File: src/rtl/lfa_adc_reader.sv
`default_nettype none
// lfa_adc_reader -- sweeps left/centre/right line sensors on an ADC128S022.
// Rev 1.0
module lfa_adc_reader #(
  parameter logic [2:0]  CH_LEFT    = 3'd3,
  parameter logic [2:0]  CH_CENTER  = 3'd4,
  parameter logic [2:0]  CH_RIGHT   = 3'd5,
  parameter int unsigned GAP_CYCLES = 2
) (
  input  logic        clk,
  input  logic        rst,
  input  logic        en,
  input  logic        adc_dout,
  output logic        adc_cs_n,
  output logic        adc_sck,
  output logic        adc_din,
  output logic [11:0] ld1,
  output logic [11:0] ld2,
  output logic [11:0] ld3,
  output logic        data_valid
);

  localparam int GW = (GAP_CYCLES > 1) ? $clog2(GAP_CYCLES) : 1;
  localparam logic [GW-1:0] GAP_LAST = GW'(GAP_CYCLES - 1);

  localparam logic [1:0] SEL_LEFT   = 2'd0;
  localparam logic [1:0] SEL_CENTER = 2'd1;
  localparam logic [1:0] SEL_RIGHT  = 2'd2;

  typedef enum logic {ST_GAP, ST_FRAME} state_t;

  state_t      state_q, state_d;
  logic [GW-1:0] gap_q, gap_d;
  logic [4:0]  cyc_q, cyc_d;
  logic [1:0]  sel_q, sel_d;
  logic        discard_q, discard_d;
  logic [15:0] shift_q, shift_d;
  logic        cs_n_q, cs_n_d;
  logic        sck_q, sck_d;
  logic        din_q, din_d;
  logic [11:0] ld1_q, ld1_d, ld2_q, ld2_d, ld3_q, ld3_d;
  logic        dv_q, dv_d;
  logic [2:0]  addr;
  logic [15:0] addr_word;
  logic [15:0] rx_word;

  always_comb begin
    case (sel_q)
      SEL_CENTER: addr = CH_CENTER;
      SEL_RIGHT:  addr = CH_RIGHT;
      default:    addr = CH_LEFT;
    endcase
    addr_word = {2'b00, addr, 11'b0};
  end

  always_comb begin
    state_d   = state_q;
    gap_d     = gap_q;
    cyc_d     = cyc_q;
    sel_d     = sel_q;
    discard_d = discard_q;
    shift_d   = shift_q;
    ld1_d     = ld1_q;
    ld2_d     = ld2_q;
    ld3_d     = ld3_q;
    dv_d      = 1'b0;
    rx_word   = {shift_q[14:0], adc_dout};

    case (state_q)
      ST_GAP: begin
        if (gap_q == GAP_LAST) begin
          if (en) begin
            state_d = ST_FRAME;
            cyc_d   = 5'd0;
            gap_d   = '0;
          end
        end else begin
          gap_d = gap_q + 1'b1;
        end
      end
      ST_FRAME: begin
        cyc_d = cyc_q + 5'd1;
        if (cyc_q[0]) shift_d = rx_word;
        if (cyc_q == 5'd31) begin
          state_d   = ST_GAP;
          gap_d     = '0;
          discard_d = 1'b0;
          sel_d     = (sel_q == SEL_RIGHT) ? SEL_LEFT : sel_q + 2'd1;
          // The ADC answers with the channel addressed one frame earlier.
          if (!discard_q) begin
            case (sel_q)
              SEL_CENTER: ld1_d = rx_word[11:0];
              SEL_RIGHT:  ld2_d = rx_word[11:0];
              SEL_LEFT: begin
                ld3_d = rx_word[11:0];
                dv_d  = 1'b1;
              end
              default: ;
            endcase
          end
        end
      end
      default: state_d = ST_GAP;
    endcase

    cs_n_d = (state_d != ST_FRAME);
    sck_d  = (state_d == ST_FRAME) ? cyc_d[0] : 1'b1;
    din_d  = (state_d == ST_FRAME) ? addr_word[~cyc_d[4:1]] : 1'b0;
  end

  always_ff @(posedge clk) begin
    if (rst) begin
      state_q   <= ST_GAP;
      gap_q     <= '0;
      cyc_q     <= 5'd0;
      sel_q     <= SEL_LEFT;
      discard_q <= 1'b1;
      shift_q   <= 16'h0000;
      cs_n_q    <= 1'b1;
      sck_q     <= 1'b1;
      din_q     <= 1'b0;
      ld1_q     <= 12'h000;
      ld2_q     <= 12'h000;
      ld3_q     <= 12'h000;
      dv_q      <= 1'b0;
    end else begin
      state_q   <= state_d;
      gap_q     <= gap_d;
      cyc_q     <= cyc_d;
      sel_q     <= sel_d;
      discard_q <= discard_d;
      shift_q   <= shift_d;
      cs_n_q    <= cs_n_d;
      sck_q     <= sck_d;
      din_q     <= din_d;
      ld1_q     <= ld1_d;
      ld2_q     <= ld2_d;
      ld3_q     <= ld3_d;
      dv_q      <= dv_d;
    end
  end

  assign adc_cs_n   = cs_n_q;
  assign adc_sck    = sck_q;
  assign adc_din    = din_q;
  assign ld1        = ld1_q;
  assign ld2        = ld2_q;
  assign ld3        = ld3_q;
  assign data_valid = dv_q;

endmodule
`default_nettype wire
File: config.mk
export PLATFORM = sky130hd
export DESIGN_NAME = lfa_adc_reader
export DESIGN_NICKNAME = d
export VERILOG_FILES = /design/src/rtl/lfa_adc_reader.sv
export SDC_FILE = /design/constraint.sdc
export NUM_CORES = 1
export LEC_CHECK = 0
export BUFFER_PORTS_ARGS = -buffer_cell sky130_fd_sc_hd__buf_2
export CORE_ASPECT_RATIO = 1.25
export CORE_MARGIN = 2
export CORE_UTILIZATION = 40
export DETAILED_ROUTE_END_ITERATION = 16
export PLACE_DENSITY_LB_ADDON = 0.1
export SYNTH_ARGS = -nofsm -noshare
export SYNTH_HDL_FRONTEND = slang
export SYNTH_SLANG_ARGS = --single-unit
File: constraint.sdc
create_clock -name clk -period 2.6 [get_ports clk]
set_input_delay 0.26 -clock clk [delete_from_list [all_inputs] [get_ports clk]]
set_output_delay 0.26 -clock clk [all_outputs]
set_load 0.01 [all_outputs]
# Yosys cells after proc, flatten, opt, wreduce, memory -nomap -nowiden
# Cells that the tools add are included.
[totals]
word_cells = 50
reg_bits = 61
out_inout_bits = 40
in_bits = 4
[op_classes]
n_addsub = 3
n_bitwise = 5
eq_ne = 4
n_lt_le_gt_ge = 1
mux = 16
n_reduce_logical = 8
[op_table]
columns = ["cell", "count"]
rows = [
  ["AND reduction 4 bit", 3],
  ["two-way mux 5 bit", 2],
  ["case mux 5 bit (2 select lines)", 1],
  ["two-way mux 1 bit", 8],
  ["case mux 3 bit (2 select lines)", 1],
  ["adder 5 x 1 -> 5 bit (second input constant)", 1],
  ["== test 5 bit (second input constant)", 1],
  ["< comparator 4 x 5 -> 1 bit (second input constant)", 1],
  ["binary-select mux 1 bit (select 4 bit)", 1],
  ["inverter 1 bit", 4],
  ["inverter 4 bit", 1],
  ["case mux 1 bit (2 select lines)", 2],
  ["AND reduction 2 bit", 2],
  ["OR reduction 4 bit", 1],
  ["adder 2 x 1 -> 2 bit (second input constant)", 1],
  ["== test 2 x 1 -> 1 bit (second input constant)", 1],
  ["== test 2 bit (second input constant)", 1],
  ["zero test 2 bit", 1],
  ["two-way mux 2 bit", 1],
  ["!= test 2 x 1 -> 1 bit (second input constant)", 1],
  ["OR reduction 2 bit", 1],
  ["adder 1 bit (second input constant)", 1],
]

# Longest topological paths before layout
[depth]
ltp_word = 6
ltp_mapped = 9
depth_no_buf = 8

# Worst setup path before layout
# No wires, ideal clock.
[synth_path]
kind = "reg-to-reg"
from = "reg cyc_q[0]"
to = "reg ld3_q[10], in the netlist ld3[10]"
arrival_ps = 1679
stages_incl_launch_ff = 10
setup_slack_ps = 788
setup_ps = 132
path_buffers = 1
t_required_ps = 2468
period_less_slack_ps = 1812
cell_sequence = "dfxtp_1 > ha_1 > and3_1 > ha_1 > nand2_1 > nor2_1 > nand2_1 > clkbuf_1 > nand2_1 > a21oi_1"
[synth_between]
elab_chain_len = 2
[synth_lines]
columns = ["item", "line", "source"]
rows = [
  ["start, declared", "34", "logic [4:0] cyc_q, cyc_d;"],
  ["start signal, assigned", "129", "cyc_q <= cyc_d;"],
  ["== test 5 bit", "84", "if (cyc_q == 5'd31) begin"],
  ["AND reduction 4 bit (no source line)", "n/a", ""],
  ["end signal, assigned", "138", "ld3_q <= ld3_d;"],
  ["end, declared", "41", "logic [11:0] ld1_q, ld1_d, ld2_q, ld2_d, ld3_q, ld3_d;"],
]
# Every way passes these cells.
# A chain may end at the register's enable or synchronous reset.

# Final worst setup path
[layout_path]
from = "reg cyc_q[0]"
to = "reg ld1_q[10], in the netlist ld1[10]"
[layout_between]
elab_chain_len = 2
[layout_lines]
columns = ["item", "line", "source"]
rows = [
  ["== test 5 bit", "84", ""],
  ["AND reduction 4 bit (no source line)", "n/a", ""],
  ["end signal, assigned", "136", "ld1_q <= ld1_d;"],
  ["end, declared", "41", ""],
]
# Every way passes these cells.

==> impl_metrics.yaml <==
critical_path:
  cpLargestDelayFamily: "simple AND/OR/NAND/NOR gates"
  crit_type: "flop to flop"
  reg2reg_to: "ld1[10]"
  cp_slowest_cell: "and2_1"
  cp_num_cells: 8
  cp-end-kind: "flop"
  r2r-start: "cyc_q[0]"
  r2r_setup_slack_ps: 380
  crit_buf_inv: 0
  cp-start-kind: "flop"
  r2r_cells: 8
  critical-path-max-stage-delay_ps: 470
  path_cells: "ha_1 > and3_1 > ha_1 > nand2_1 > nor2_1 > and2_1 > nand2_1 > a21oi_1"
  crit_fanout: 12
  critPathArrivalTime_ps: 2470
  critPathRequiredTime_ps: 2850
cts:
  clkSlewWorstSetupHoldPaths_ps: 60
  post_cts_resized: 0
  postCtsHoldBufs: 0
  clock_path_buffers: 2
  cts_tree: "done"
  cts_buffers: 9
  cts_sinks: 61
  post_cts_buffers: 0
  cts_root_buffer: "clkbuf_8"
  h-tree-depth: 3
  clk-insertion-delay-late_ps: 330
sta:
  fmax_mhz: 449.7
  finalSetupViolCount: 0
  min_period_ps: 2224
  drv_slew: 0
  worst_slew_pin_slew_ps: 803.4
  finalSetupTns_ps: 0
  clock_skew_ps: 5.540
  maxSlewHeadroom_pct: 46.44
  period_share_pct: 85.52
  finalHoldViolCount: 0
  rsz0062_at_grt: "no"
synthesis:
  synth_cell_type_count: 26
  synth_top_family_by_area: "simple AND/OR/NAND/NOR gates"
  synth.top_cell.area_share_pct: 53.60
  yosys-top-cells-area: "dfxtp_1, nand2_1, a21oi_1, ha_1, clkbuf_1"
  ys_ff_latch: 61
  syn_nets: 292
  synth.avg_cell_area_um2: 8.108
  synth_fa_ha_area_share_pct: 3.844
  yosysTopAreaCell: "dfxtp_1"
  yosys.area_share.simple_pct: 23.61
  synth_most_common_cell: "nand2_1"
  syn-cell-area_um2: 2278
  ys.flop_type: "dfxtp_1"
  synthMuxAreaShare_pct: 0.4393
  syn_inst: 281
  yosysWarnings: 0
  async_flop_share_pct: 0
  synth_enable_flop_cells: 0
  ys_top_cells_by_count: "nand2_1, dfxtp_1, a21oi_1, clkbuf_1, nor2_1"
  synth_xor_area_share_pct: 0.3844
  yosysSeqAreaShare_pct: 53.60
  synth-compound-area-share_pct: 14.28
global_route:
  grt_max_degree: 46
  grt_overflow: 0
  grt_pass1_vias: 1816
  grt_use_total_pct: 17.81
  antenna_found_initial: 0
  grt_pass1_wl_um: 8611
power:
  vdd_ir_drop_max_mv: 0.4087
  power.density_nw_per_um2: 642.4
  p_leak_nw: 1.044
die:
  die_x_um: 71.51
  die_h_um: 88.38
  rows: 30
  core_um2: 5480
  die_area_um2: 6320
  initial_core_util_pct: 41.58
  num_io_pins: 44
route:
  viasPerCell: 4.946
  firstDrtPassIters: 4
  drc: 0
  dr.first_iter.drc_count: 85
  ant_nets: 0
  routed_wl_um: 5106
  wl_per_cell_um: 13.19
  dr_total_vias: 1914
finish:
  ff_latch_area_um2: 1221
  drive_gt1_share_pct: 18.89
  num_antenna_cells: 0
  area_growth_pct: 17.35
  multi_input_area_um2: 969.7
  layout.nets: 331
  n_fill_cell: 571
  fin_util_pct: 48.79
placement:
  place_hpwl_um: 3423
  io_buffer_count: 43
  place_congestion: 0.7347
status:
  status: "finished, final reports clean"
hold_path:
  hp-start: "adc_dout"
  min_to: "ld3[0]"
  hold_path_depth: 3
  worstHoldPathType: "primary input to flop"
run:
  maxCapViolations: 0
[registers in the layout (all words and copies together), names as in the netlist]
| name | flops |
|---|---|
| adc_cs_n | 1 |
| adc_din | 1 |
| adc_sck | 1 |
| cyc_q | 5 |
| data_valid | 1 |
| discard_q | 1 |
| gap_q | 1 |
| ld1 | 12 |
| ld2 | 12 |
| ld3 | 12 |
| sel_q | 2 |
| shift_q | 11 |
| state_q | 1 |
[tightest hold or removal path: stages]
cell and delay [ps]:
buf_2 130, nand2_1 60, a21oi_1 50
[metal layers]
layer	vias up	share of wire, %	track usage, %
met5	-	0	0
met4	0	1.3	8.233
met3	6	5.0	4.670
met2	41	49	29.04
met1	877	45	22.07
li1	990	-	-
[cell type report]
type | count | share of cell area, %
clock buffers | 12 | 5.803
clock inverters | 2 | 0.3744
inverters | 4 | 0.5615
multi-input cells | 200 | 36.27
flip-flops and latches | 61 | 45.67
well taps | 64 | 2.995
repair buffers | 44 | 8.329
[worst max path at each step]
stage,end,slack [ps],start
finish,ld1[10],380,cyc_q[0]
CTS,ld3[5],370,cyc_q[0]
floorplan,ld3[10],790,cyc_q[0]
global route,ld3[10],50,cyc_q[0]
detailed placement,ld3[5],390,cyc_q[0]
global placement,ld3[7],480,cyc_q[0]
[cells by family (layout without fill, tap and decap cells)]
group,count (synthesis),after routing
adder cells (fa/ha/maj),7,7
multiplexers,1,1
flip-flops,61,61
AO/OA/AOI/OAI,61,61
buffers and inverters,20,62
XOR/XNOR,1,1
AND/OR/NAND/NOR,130,130
[cells in the final DEF, fill, tap and decap left out]
cell        n
clkbuf_1    1
nand2_1   106
nand2b_1    1
mux2i_1     1
or2_2       1
a21oi_1    53
and3_1      1
and2_1      4
nand3_1     3
a21oi_4     1
clkinv_2    2
ha_1        7
nor3b_2     1
clkbuf_8   11
o21ai_1     1
xnor2_1     1
inv_1       4
a31oi_1     1
a21o_1      2
o21ai_0     2
buf_2      43
dfxtp_1    61
nor2b_1     3
nor2_1      8
a22oi_1     1
or4b_1      1
nand3_2     1
buf_4       1
[power by group]
part	internal (mW)	leakage, nW	switching [mW]	total [mW]
sequential	0.942	0.492	0.0107	0.952
combinational	0.0154	0.463	0.0311	0.0465
clock	0.384	0.0881	0.335	0.719
[per-stage QoR]
stage	setup WS (ps)	hold slack, ps	power [mW]	instance area [µm²]	std cells
after floorplan	788.3	396.0	1.007	2278	281
after global placement	483.2	441.8	1.020	2509	373
after detailed placement	390.8	443.2	1.020	2509	373
after CTS	374.2	202.4	1.741	2674	387
after global routing	54.72	221.1	1.785	2674	387
final	376.4	219.1	1.718	2674	387
No activity file was read; power rests on OpenSTA's default activity.
